$ cat config.mk
export PLATFORM = sky130hd
export DESIGN_NAME = bbox_scan_ctrl
export DESIGN_NICKNAME = d
export VERILOG_FILES = /design/src/rtl/bbox_pkg.sv /design/src/rtl/bbox_rd_pipe.sv /design/src/rtl/bbox_scan_ctrl.sv
export SDC_FILE = /design/constraint.sdc
export NUM_CORES = 1
export LEC_CHECK = 0
export BUFFER_PORTS_ARGS = -buffer_cell sky130_fd_sc_hd__buf_4
export CAP_MARGIN = 10
export CORE_AREA = 2 2 75 77
export CTS_CLUSTER_DIAMETER = 80
export DETAILED_ROUTE_END_ITERATION = 6
export DIE_AREA = 0 0 77 79
export MAX_ROUTING_LAYER = met4
export PLACE_DENSITY = 0.81
export SETUP_SLACK_MARGIN = 0.3
export SYNTH_ARGS = -nofsm -noshare
export SYNTH_HDL_FRONTEND = slang
export SYNTH_HIERARCHICAL = 1
export SYNTH_SLANG_ARGS = --single-unit
$ cat constraint.sdc
create_clock -name CLOCK_50 -period 2.7 [get_ports CLOCK_50]
set_clock_uncertainty 0.05 [all_clocks]
set_input_delay 0.135 -clock CLOCK_50 [delete_from_list [all_inputs] [get_ports CLOCK_50]]
set_output_delay 0.135 -clock CLOCK_50 [all_outputs]
set_load 0.03 [all_outputs]
$ cat src/rtl/bbox_pkg.sv
// bbox_pkg
//   Shared definitions for the bounding-box scan controller slice:
//   the scan sequencer state type, default image geometry and the
//   width helpers used to size coordinate, address and counter ports.
//   No ports (package).

package bbox_pkg;

    // Scan sequencer states. DONE is folded into the DRAIN -> IDLE
    // transition (done is raised on that edge), so the register never
    // rests in it; it is kept as a legal encoding that falls back to IDLE.
    typedef enum logic [2:0] {
        IDLE,
        CLEAR,
        SCAN,
        DRAIN,
        DONE
    } state_e;

    localparam int DEF_IMG_W = 100;
    localparam int DEF_IMG_H = 100;
    localparam int DEF_PIX_W = 8;

    // Bits needed to hold values 0..n-1, never less than one bit.
    function automatic int bits_for(input int n);
        if (n <= 2) begin
            return 1;
        end
        return $clog2(n);
    endfunction

    function automatic int x_width(input int img_w);
        return bits_for(img_w);
    endfunction

    function automatic int y_width(input int img_h);
        return bits_for(img_h);
    endfunction

    function automatic int addr_width(input int img_w, input int img_h);
        return bits_for(img_w * img_h);
    endfunction

    // The hit counter must reach img_w*img_h inclusive.
    function automatic int cnt_width(input int img_w, input int img_h);
        return bits_for(img_w * img_h + 1);
    endfunction

endpackage

$ cat src/rtl/bbox_rd_pipe.sv
// bbox_rd_pipe
//   Delay line that carries {valid, x, y} of each granted RAM read for
//   exactly RD_LAT cycles, so the coordinates leave the pipe in the same
//   cycle as the matching read data.
// Ports
//   clk        in   rising-edge clock
//   reset      in   synchronous active-high reset, clears all valid bits
//   in_valid   in   a read was granted this cycle
//   in_x/in_y  in   coordinates of the granted read
//   out_valid  out  coordinate at the end of the pipe is live
//   out_x/y    out  coordinates at the end of the pipe
//   empty_next out  nothing will be left in flight after this cycle's shift

module bbox_rd_pipe #(
    parameter int RD_LAT = 1,
    parameter int X_W    = 7,
    parameter int Y_W    = 7
) (
    input  logic           clk,
    input  logic           reset,
    input  logic           in_valid,
    input  logic [X_W-1:0] in_x,
    input  logic [Y_W-1:0] in_y,
    output logic           out_valid,
    output logic [X_W-1:0] out_x,
    output logic [Y_W-1:0] out_y,
    output logic           empty_next
);

    logic [RD_LAT-1:0] vld_q, vld_d;
    logic [X_W-1:0]    x_q [RD_LAT];
    logic [X_W-1:0]    x_d [RD_LAT];
    logic [Y_W-1:0]    y_q [RD_LAT];
    logic [Y_W-1:0]    y_d [RD_LAT];

    // Stage 0 takes the new entry, every other stage takes its predecessor.
    always_comb begin
        vld_d  = '0;
        vld_d[0] = in_valid;
        x_d[0] = in_x;
        y_d[0] = in_y;
        for (int i = 1; i < RD_LAT; i++) begin
            vld_d[i] = vld_q[i-1];
            x_d[i]   = x_q[i-1];
            y_d[i]   = y_q[i-1];
        end
    end

    // The last stage drains on this edge, so only the earlier stages and a
    // new entry can keep the pipe occupied next cycle. This lets the
    // sequencer raise done in the cycle right after the final pixel.
    always_comb begin
        empty_next = !in_valid;
        for (int i = 0; i < RD_LAT - 1; i++) begin
            if (vld_q[i]) begin
                empty_next = 1'b0;
            end
        end
    end

    // Only the valid bits need reset; coordinates are qualified by them.
    always_ff @(posedge clk) begin
        if (reset) begin
            vld_q <= '0;
        end else begin
            vld_q <= vld_d;
        end
        for (int i = 0; i < RD_LAT; i++) begin
            x_q[i] <= x_d[i];
            y_q[i] <= y_d[i];
        end
    end

    assign out_valid = vld_q[RD_LAT-1];
    assign out_x     = x_q[RD_LAT-1];
    assign out_y     = y_q[RD_LAT-1];

endmodule

$ cat src/rtl/bbox_scan_ctrl.sv
// bbox_scan_ctrl
//   Raster-scan sequencer for the bounding-box engine. A start pulse walks
//   the image RAM pixel by pixel through a req/gnt read port, delays the
//   coordinates to line up with the RAM data, and feeds the min/max datapath
//   a clear strobe plus a valid/x/y/hit stream. Object pixels are counted.
// Ports
//   CLOCK_50            in   clock, rising edge
//   reset               in   synchronous active-high reset
//   start               in   one-cycle pulse, accepted only when idle
//   roi_x0/x1/y0/y1     in   inclusive scan window (BBOX_ROI_EN builds only)
//   ram_req/ram_gnt     out/in  read handshake; a read issues on req && gnt
//   ram_addr            out  y*IMG_W + x of the requested pixel
//   ram_rdata           in   pixel data, RD_LAT cycles after a granted read
//   clr                 out  one-cycle pulse at scan begin
//   pix_valid/x/y/hit   out  returning pixel stream, aligned with ram_rdata
//   hit_cnt/found       out  object pixel count of this scan, non-zero flag
//   busy/done           out  scan in progress / last scan complete (level)
// Configuration
//   BBOX_ROI_EN: restricts the scan to the window sampled with start.

module bbox_scan_ctrl
    import bbox_pkg::*;
#(
    parameter int              IMG_W  = DEF_IMG_W,
    parameter int              IMG_H  = DEF_IMG_H,
    parameter int              PIX_W  = DEF_PIX_W,
    parameter logic [PIX_W-1:0] THRESH = PIX_W'(128),
    parameter int              RD_LAT = 1,
    localparam int X_W    = x_width(IMG_W),
    localparam int Y_W    = y_width(IMG_H),
    localparam int ADDR_W = addr_width(IMG_W, IMG_H),
    localparam int CNT_W  = cnt_width(IMG_W, IMG_H)
) (
    input  logic              CLOCK_50,
    input  logic              reset,
    input  logic              start,
`ifdef BBOX_ROI_EN
    input  logic [X_W-1:0]    roi_x0,
    input  logic [X_W-1:0]    roi_x1,
    input  logic [Y_W-1:0]    roi_y0,
    input  logic [Y_W-1:0]    roi_y1,
`endif
    output logic              ram_req,
    input  logic              ram_gnt,
    output logic [ADDR_W-1:0] ram_addr,
    input  logic [PIX_W-1:0]  ram_rdata,
    output logic              clr,
    output logic              pix_valid,
    output logic [X_W-1:0]    pix_x,
    output logic [Y_W-1:0]    pix_y,
    output logic              pix_hit,
    output logic [CNT_W-1:0]  hit_cnt,
    output logic              found,
    output logic              busy,
    output logic              done
);

    localparam logic [CNT_W-1:0] CNT_MAX = '1;

    state_e           state_q, state_d;
    logic [X_W-1:0]   x_q, x_d;
    logic [Y_W-1:0]   y_q, y_d;
    logic [CNT_W-1:0] hit_cnt_q, hit_cnt_d;
    logic             done_q, done_d;

    logic             issue;
    logic             pipe_empty_next;
    logic [X_W-1:0]   x_lo, x_hi;
    logic [Y_W-1:0]   y_lo, y_hi;
    logic             window_ok;

`ifdef BBOX_ROI_EN
    logic [X_W-1:0]    roi_x0_q, roi_x0_d, roi_x1_q, roi_x1_d;
    logic [Y_W-1:0]    roi_y0_q, roi_y0_d, roi_y1_q, roi_y1_d;
    logic [ADDR_W-1:0] row_base_q, row_base_d;

    // The window is captured together with an accepted start so the inputs
    // may change freely while the scan runs.
    always_comb begin
        roi_x0_d = roi_x0_q;
        roi_x1_d = roi_x1_q;
        roi_y0_d = roi_y0_q;
        roi_y1_d = roi_y1_q;
        if (state_q == IDLE && start) begin
            roi_x0_d = roi_x0;
            roi_x1_d = roi_x1;
            roi_y0_d = roi_y0;
            roi_y1_d = roi_y1;
        end
    end

    assign x_lo      = roi_x0_q;
    assign x_hi      = roi_x1_q;
    assign y_lo      = roi_y0_q;
    assign y_hi      = roi_y1_q;
    assign window_ok = (roi_x0_q <= roi_x1_q) && (roi_y0_q <= roi_y1_q) &&
                       (32'(roi_x1_q) < IMG_W) && (32'(roi_y1_q) < IMG_H);

    // Row base moves down one image row whenever x wraps; the single
    // constant multiply only happens once, when the scan is set up.
    always_comb begin
        row_base_d = row_base_q;
        if (clr) begin
            row_base_d = ADDR_W'(y_lo) * ADDR_W'(IMG_W);
        end else if (issue && x_q == x_hi) begin
            row_base_d = row_base_q + ADDR_W'(IMG_W);
        end
    end

    always_ff @(posedge CLOCK_50) begin
        if (reset) begin
            roi_x0_q   <= '0;
            roi_x1_q   <= '0;
            roi_y0_q   <= '0;
            roi_y1_q   <= '0;
            row_base_q <= '0;
        end else begin
            roi_x0_q   <= roi_x0_d;
            roi_x1_q   <= roi_x1_d;
            roi_y0_q   <= roi_y0_d;
            roi_y1_q   <= roi_y1_d;
            row_base_q <= row_base_d;
        end
    end

    assign ram_addr = row_base_q + ADDR_W'(x_q);
`else
    logic [ADDR_W-1:0] addr_q, addr_d;

    assign x_lo      = '0;
    assign x_hi      = X_W'(IMG_W - 1);
    assign y_lo      = '0;
    assign y_hi      = Y_W'(IMG_H - 1);
    assign window_ok = 1'b1;

    // Full rows are scanned in order, so the address is a plain counter.
    always_comb begin
        addr_d = addr_q;
        if (clr) begin
            addr_d = '0;
        end else if (issue) begin
            addr_d = addr_q + ADDR_W'(1);
        end
    end

    always_ff @(posedge CLOCK_50) begin
        if (reset) begin
            addr_q <= '0;
        end else begin
            addr_q <= addr_d;
        end
    end

    assign ram_addr = addr_q;
`endif

    // Next-state and scan-position logic. A read is issued only in a granted
    // SCAN cycle; the last granted read moves to DRAIN, and DRAIN leaves for
    // IDLE with done set as soon as the read pipe will be empty.
    always_comb begin
        state_d   = state_q;
        x_d       = x_q;
        y_d       = y_q;
        hit_cnt_d = hit_cnt_q;
        done_d    = done_q;
        issue     = 1'b0;

        if (pix_hit && hit_cnt_q != CNT_MAX) begin
            hit_cnt_d = hit_cnt_q + CNT_W'(1);
        end

        case (state_q)
            IDLE: begin
                if (start) begin
                    state_d = CLEAR;
                    done_d  = 1'b0;
                end
            end
            CLEAR: begin
                hit_cnt_d = '0;
                x_d       = x_lo;
                y_d       = y_lo;
                if (window_ok) begin
                    state_d = SCAN;
                end else begin
                    state_d = IDLE;
                    done_d  = 1'b1;
                end
            end
            SCAN: begin
                if (ram_gnt) begin
                    issue = 1'b1;
                    if (x_q == x_hi) begin
                        x_d = x_lo;
                        y_d = y_q + Y_W'(1);
                        if (y_q == y_hi) begin
                            state_d = DRAIN;
                        end
                    end else begin
                        x_d = x_q + X_W'(1);
                    end
                end
            end
            DRAIN: begin
                if (pipe_empty_next) begin
                    state_d = IDLE;
                    done_d  = 1'b1;
                end
            end
            DONE: begin
                state_d = IDLE;
                done_d  = 1'b1;
            end
            default: begin
                state_d = IDLE;
            end
        endcase
    end

    always_ff @(posedge CLOCK_50) begin
        if (reset) begin
            state_q   <= IDLE;
            x_q       <= '0;
            y_q       <= '0;
            hit_cnt_q <= '0;
            done_q    <= 1'b0;
        end else begin
            state_q   <= state_d;
            x_q       <= x_d;
            y_q       <= y_d;
            hit_cnt_q <= hit_cnt_d;
            done_q    <= done_d;
        end
    end

    bbox_rd_pipe #(
        .RD_LAT (RD_LAT),
        .X_W    (X_W),
        .Y_W    (Y_W)
    ) u_rd_pipe (
        .clk        (CLOCK_50),
        .reset      (reset),
        .in_valid   (issue),
        .in_x       (x_q),
        .in_y       (y_q),
        .out_valid  (pix_valid),
        .out_x      (pix_x),
        .out_y      (pix_y),
        .empty_next (pipe_empty_next)
    );

    assign ram_req = (state_q == SCAN);
    assign clr     = (state_q == CLEAR);
    assign busy    = (state_q == CLEAR) || (state_q == SCAN) || (state_q == DRAIN);
    assign done    = done_q;
    assign pix_hit = pix_valid && (ram_rdata < THRESH);
    assign hit_cnt = hit_cnt_q;
    assign found   = (hit_cnt_q != '0);

endmodule
Word-level counts from Yosys, hierarchy flattened
Memories as Yosys holds them, arrays and structs flattened.
Cells that the tools add are included.
{ "classes": {"n_addsub": 4, "multipliers": 0, "n_div": 0, "n_lt_le_gt_ge": 1, "n_eq_ne": 12, "n_shift": 0, "muxes": 17, "bitwise_logic": 0, "reduce_logical": 13} }
{ "op_table": {"columns": ["operator", "count"], "rows": [
  ["14-bit by 1-bit adder with 14-bit output (second input constant)", 2],
  ["7-bit two-way mux", 4],
  ["7-bit one-hot mux with 2 select lines", 2],
  ["3-bit two-way mux", 5],
  ["7-bit by 1-bit adder with 7-bit output (second input constant)", 2],
  ["7-bit equality test (second input constant)", 2],
  ["14-bit != test (second input constant)", 1],
  ["14-bit nonzero test", 1],
  ["3-bit one-hot mux with 4 select lines", 1],
  ["8-bit < comparator (second input constant)", 1],
  ["3-bit by 2-bit equality test with 1-bit output (second input constant)", 2],
  ["2-bit by 1-bit != test with 1-bit output (second input constant)", 3],
  ["3-bit AND reduction", 2],
  ["5-bit AND reduction", 1],
  ["1-bit two-way mux", 4],
  ["2-bit != test (second input constant)", 2],
  ["3-bit by 1-bit equality test with 1-bit output (second input constant)", 1],
  ["3-bit equality test (second input constant)", 1],
  ["3-bit zero test", 1],
  ["1-bit one-hot mux with 3 select lines", 1],
  ["3-bit nonzero test", 1],
  ["1-bit logical AND", 2],
  ["1-bit logical OR", 2],
  ["2-bit AND reduction", 1],
  ["other kinds (2)", 2]
]} }
{ "word_totals": {"reg_bits": 47, "latchBits": 0, "ram_bits": 14, "mem_bits_ro": 0, "input_bits": 12, "out_inout_bits": 49, "word_cells": 56, "memories": 2} }
{ "memory_table": {"columns": ["memory", "words", "word_bits", "rd", "rd_clocked_by_memory_dff", "write_ports", "line", "source"], "rows": [
  ["u_rd_pipe.x_q", 1, 7, 1, 0, 1, "bbox_rd_pipe.sv:31", "logic [X_W-1:0] x_q [RD_LAT];"],
  ["u_rd_pipe.y_q", 1, 7, 1, 0, 1, "bbox_rd_pipe.sv:33", "logic [Y_W-1:0] y_q [RD_LAT];"]
]} }

Longest topological paths before layout
{ "logic_depth": {"word_depth": 5, "ltp_mapped": 10, "ltp_nobuf": 9} }

Modules after synthesis
The synthesis kept the hierarchy.
{ "by_module_without_submodules": {"columns": ["module", "instances", "cells_per_inst", "area_each_um2", "seq_area_each_um2"], "rows": [
  ["bbox_scan_ctrl", 1, 284, 2398.6, 900.9],
  ["bbox_rd_pipe", 1, 17, 317.8, 300.3]
]} }

Least setup slack after synthesis
OpenSTA, ideal clock, no wires.
{ "synth_path": {"path_kind": "flip-flop to flip-flop", "from": "register state_q[0]", "to": "register state_q[0]", "setup_ns": 0.106, "arrival_ns": 1.982, "t_required_ns": 2.544, "slack_ns": 0.562, "path_stages_with_launch": 11, "path_buffers": 1, "synth_period_minus_slack_ns": 2.138, "cell_sequence": "dfxtp_1 inv_1 ha_1 nand2_1 inv_1 buf_2 inv_1 nor2b_1 or4_1 o32a_1 o311ai_0"} }
{ "synth_via": {"elab_chain_cells": 4, "elab_cells_between_ends": 12, "cone_classes": "eq/ne (8); mux (2); reduce/logical (2)"} }
{ "synth_rtl": {"columns": ["element", "line", "source"], "rows": [
  ["from (decl)", "bbox_scan_ctrl.sv:60", "state_e state_q, state_d;"],
  ["from (signal assigned)", "bbox_scan_ctrl.sv:228", "state_q <= state_d;"],
  ["3-bit by 2-bit equality test with 1-bit output", null, null],
  ["named net ram_req", "bbox_scan_ctrl.sv:43", "output logic ram_req,"],
  ["1-bit two-way mux", "bbox_scan_ctrl.sv:172", "case (state_q)"],
  ["named net issue", "bbox_scan_ctrl.sv:66", "logic issue;"],
  ["2-bit != test (no source line)", null, null],
  ["5-bit AND reduction (no source line)", null, null]
]} }
The timed path passes the listed nets, and every way through them passes these cells.
A chain may end at the register's enable or synchronous reset.

Worst setup path in the final report
{ "layout_path": {"from": "register state_q[0]", "to": "register state_q[0]"} }
{ "layout_via": {"elab_chain_cells": 4, "elab_cells_between_ends": 12, "cone_classes": "eq/ne (8); mux (2); reduce/logical (2)"} }
{ "layout_rtl": {"columns": ["element", "line"], "rows": [
  ["3-bit by 2-bit equality test with 1-bit output", "bbox_scan_ctrl.sv:172"],
  ["1-bit two-way mux", "bbox_scan_ctrl.sv:172"],
  ["2-bit != test (no source line)", null],
  ["5-bit AND reduction (no source line)", null]
]} }
Parallel ways exist; a longest one is shown, timed or not.

==> results_tabular.tex <==
\begin{tabular}{lr}
\hline
Metric & Value \\
\hline
\multicolumn{2}{l}{\textbf{Outcome}} \\
Outcome & finished clean \\
\multicolumn{2}{l}{\textbf{Min path}} \\
Worst hold path depth & 2 \\
Worst Hold Class & input port to flip-flop \\
\multicolumn{2}{l}{\textbf{Finish}} \\
Fraction of layout instances using a drive strength above 1 & 23.1\% \\
Area Growth Syn to Fin & 24.8\% \\
Final layout net count & 382 \\
Final instance area & 3390 µm² \\
Number of standard cells in the layout, taps in and fillers out & 436 \\
Fill count & 471 \\
Antenna diode count & 0 \\
Util after Layout & 63.5\% \\
\multicolumn{2}{l}{\textbf{Clock network}} \\
Buffer depth of the longest clock path & 2 \\
Clock transition at the registers of the reported paths & 0.07 ns \\
Post-CTS Repair Setup Buffers & 0 \\
CTS Sinks & 60 \\
CTS tree & done \\
Buffer cell driving the clock tree root & clkbuf\_8 \\
Latest clock arrival within the worst-skew pair & 0.34 ns \\
Gates resized, CTS repair & 0 \\
CTS buffer count & 9 \\
Count of H-tree levels built during CTS & 3 \\
Cts hold-fix bufs & 0 \\
\multicolumn{2}{l}{\textbf{Worst setup path}} \\
Required time reported for the critical path endpoint & 2.88 ns \\
Max Fanout on Critical Path & 12 \\
Arrival @ worst endpoint & 2.40 ns \\
Critical path class & flip-flop to flip-flop \\
Kind of launch point of the worst setup path & flip-flop \\
Depth of the worst register-to-register path & 8 \\
Critical Path Sink Type & flip-flop \\
\multicolumn{2}{l}{\textbf{Route}} \\
Initial drt markers & 132 \\
Average detailed-routed wire length per instance & 14.0 µm \\
Vias post-DR & 2421 \\
Via-per-instance ratio & 5.55 \\
Number of antenna-violating nets in the routed design & 0 \\
Routed wire length & 6130 µm \\
Number of remaining DRC errors & 0 \\
First drt pass iteration count & 4 \\
\multicolumn{2}{l}{\textbf{Place}} \\
Input/output buffers & 53 \\
Area after detailed placement & 3190 µm² \\
Number of cells in the design after placement & 420 \\
HPWL after detailed placement & 4330 µm \\
Final estimated routing congestion in global placement & 0.928 \\
Post-placement worst setup slack & 0.530 ns \\
\multicolumn{2}{l}{\textbf{Timing}} \\
Setup violation total in the final timing report & 0 \\
Unrepaired setup endpoints after global routing & false \\
Remaining max-slew budget at the tightest pin & 62.4\% \\
Slew of the pin with the lowest slew margin & 0.558 ns \\
Final-report max-slew violation count & 0 \\
Worst slack on hold paths & 0.0640 ns \\
Crit path time final & 2.22 ns \\
Setup TNS after final layout & 0 ns \\
Setup slack of the critical path after layout & 0.481 ns \\
Hold Violations, Final & 0 \\
Fmax & 0.451 GHz \\
Post-route clock period utilization & 82.2\% \\
\multicolumn{2}{l}{\textbf{Yosys}} \\
Total of flip-flops plus latches after synthesis & 60 \\
Portion of synthesized cell area occupied by the leading cell type & 44.2\% \\
Netlist area before placement & 2720 µm² \\
Top cells by area in the synthesized netlist & dfxtp\_1 (44\%), ha\_1 (5.1\%), nand2\_1 (4.1\%) \\
Synthesized Nets & 324 \\
Count of flip-flops with a built-in enable after synthesis & 0 \\
Count of warnings emitted by yosys & 6 \\
Share of synthesized flip-flops with an asynchronous set or reset & 0\% \\
Post-Syn Area per Cell & 9.02 µm² \\
Sequential share of the synthesized area & 44.2\% \\
Cell variety after synth & 51 \\
Post-Syn Instances & 301 \\
Cell type contributing the most total cell area after synthesis & dfxtp\_1 \\
Most used DFF post-synth & dfxtp\_1 \\
\multicolumn{2}{l}{\textbf{Pwr}} \\
Power after layout & 2.29 mW \\
Power density of the placed cells & 677 nW/µm² \\
Worst voltage drop across the vdd grid & 612 µV \\
P\_leak & 1.35 nW \\
\multicolumn{2}{l}{\textbf{GRT}} \\
Overall global routing resource usage & 22.1\% \\
Global-route wire length before repair & 10500 µm \\
Number of global-route vias before repair & 2305 \\
Number of antenna violations at the first check in global routing & 0 \\
Largest net degree at the start of global routing & 21 \\
GRT Residual Overflow & 0 \\
\multicolumn{2}{l}{\textbf{Die}} \\
Area of the core region & 5340 µm² \\
Top-Level Pins & 61 \\
Effective utilization at floorplan & 50.9\% \\
Die Width & 77 µm \\
Number of core rows & 27 \\
Overall die area & 6080 µm² \\
Vertical die dimension & 79 µm \\
\multicolumn{2}{l}{\textbf{Run}} \\
Count of max-cap constraint violations & 0 \\
\hline
\end{tabular}
==> critical path: stages, from the launching register on <==
cell      delay [ns]
dfxtp_1         0.43
inv_1           0.13
ha_1            0.23
nand2_1         0.11
inv_1           0.21
inv_1           0.11
nor2b_1         0.05
or4_1           0.48
o311ai_0        0.30
==> layout make-up <==
type,instances,area [µm²],area share (%)
clock inverters,4,47.5,1.40
multi-input cells,222,1440,42.5
clock buffers,12,155,4.58
well taps,72,90.1,2.66
repair buffers,55,413,12.2
inverters,11,41.3,1.22
flip-flops and latches,60,1200,35.4
==> cells in the mapped netlist (2+ instances only) <==
library cell / instances
o211ai_1: 4
buf_2: 2
o32a_1: 2
o21ai_0: 7
a21oi_1: 19
a31o_2: 2
inv_1: 11
nand3b_1: 3
mux2i_1: 2
o311ai_0: 2
xor2_1: 10
nor2b_1: 3
ha_1: 11
nor3_1: 6
and4_1: 2
and2_1: 2
nand2b_1: 4
or4_1: 7
nor4_1: 6
a211o_1: 2
nand2_1: 30
nand4_1: 13
mux2_2: 2
o31ai_1: 5
nand3_1: 13
or2_2: 2
clkbuf_1: 5
nor2_1: 29
nand4b_1: 2
dfxtp_1: 60
and3_1: 4
or3_1: 6
xnor2_1: 5
==> sequential cells by signal (all words and copies together) (netlist names) <==
| signal | flops |
|---|---|
| hit_cnt | 14 |
| ram_addr | 14 |
| u_rd_pipe/x_q | 7 |
| u_rd_pipe/y_q | 7 |
| x_q | 7 |
| y_q | 7 |
| state_q | 2 |
| done | 1 |
| u_rd_pipe/out_valid | 1 |
==> cells by family (layout without fill, tap and decap cells) <==
logic type      after synthesis  in the layout  share of synthesized area (%)
simple gates                141            141                           29.1
compound gates               51             51                           12.5
flops                        60             60                           44.2
mux                           4              4                           1.57
fa+ha+maj                    11             11                           5.07
xor+xnor                     15             15                           4.84
buf+inv                      19             82                           2.72
==> power breakdown <==
group	internal, mW	switching [mW]
clock network	0.473	0.350
logic	0.190	0.318
registers	0.920	0.0412
total	1.58	0.710
==> layout by cell type, fill, tap and decap left out, types with 7 or more instances in the layout <==
cell type / count
dfxtp_1: 60
buf_4: 55
nand2_1: 30
nor2_1: 29
a21oi_1: 19
nand4_1: 13
nand3_1: 13
inv_1: 11
ha_1: 11
clkbuf_8: 11
xor2_1: 10
o21ai_0: 7
or4_1: 7
==> path summary, 6_finish.rpt <==
| kind | startpoint | endpoint | slack (ns) |
|---|---|---|---|
| worst max-delay path | state_q[0]$_SDFFE_PP0P_ | state_q[0]$_SDFFE_PP0P_ | 0.48 |
| worst min-delay path | reset | u_rd_pipe/out_valid$_SDFF_PP0_ | 0.06 |
| worst max register to register | state_q[0]$_SDFFE_PP0P_ | state_q[0]$_SDFFE_PP0P_ | 0.48 |
| worst min register to register | x_q[5]$_SDFFE_PP0P_ | u_rd_pipe/x_q[0][5]$_DFF_P_ | 0.35 |
==> metal layers <==
layer  share of wire, %  global-route usage [%]  wire length [µm]
met1                 43                    24.2              2650
met2                 50                    38.0              3060
met3                5.6                    6.70               345
met4                1.1                    8.93                66
met5                  0                       -                 0
Power figures use the tool's default switching activity.
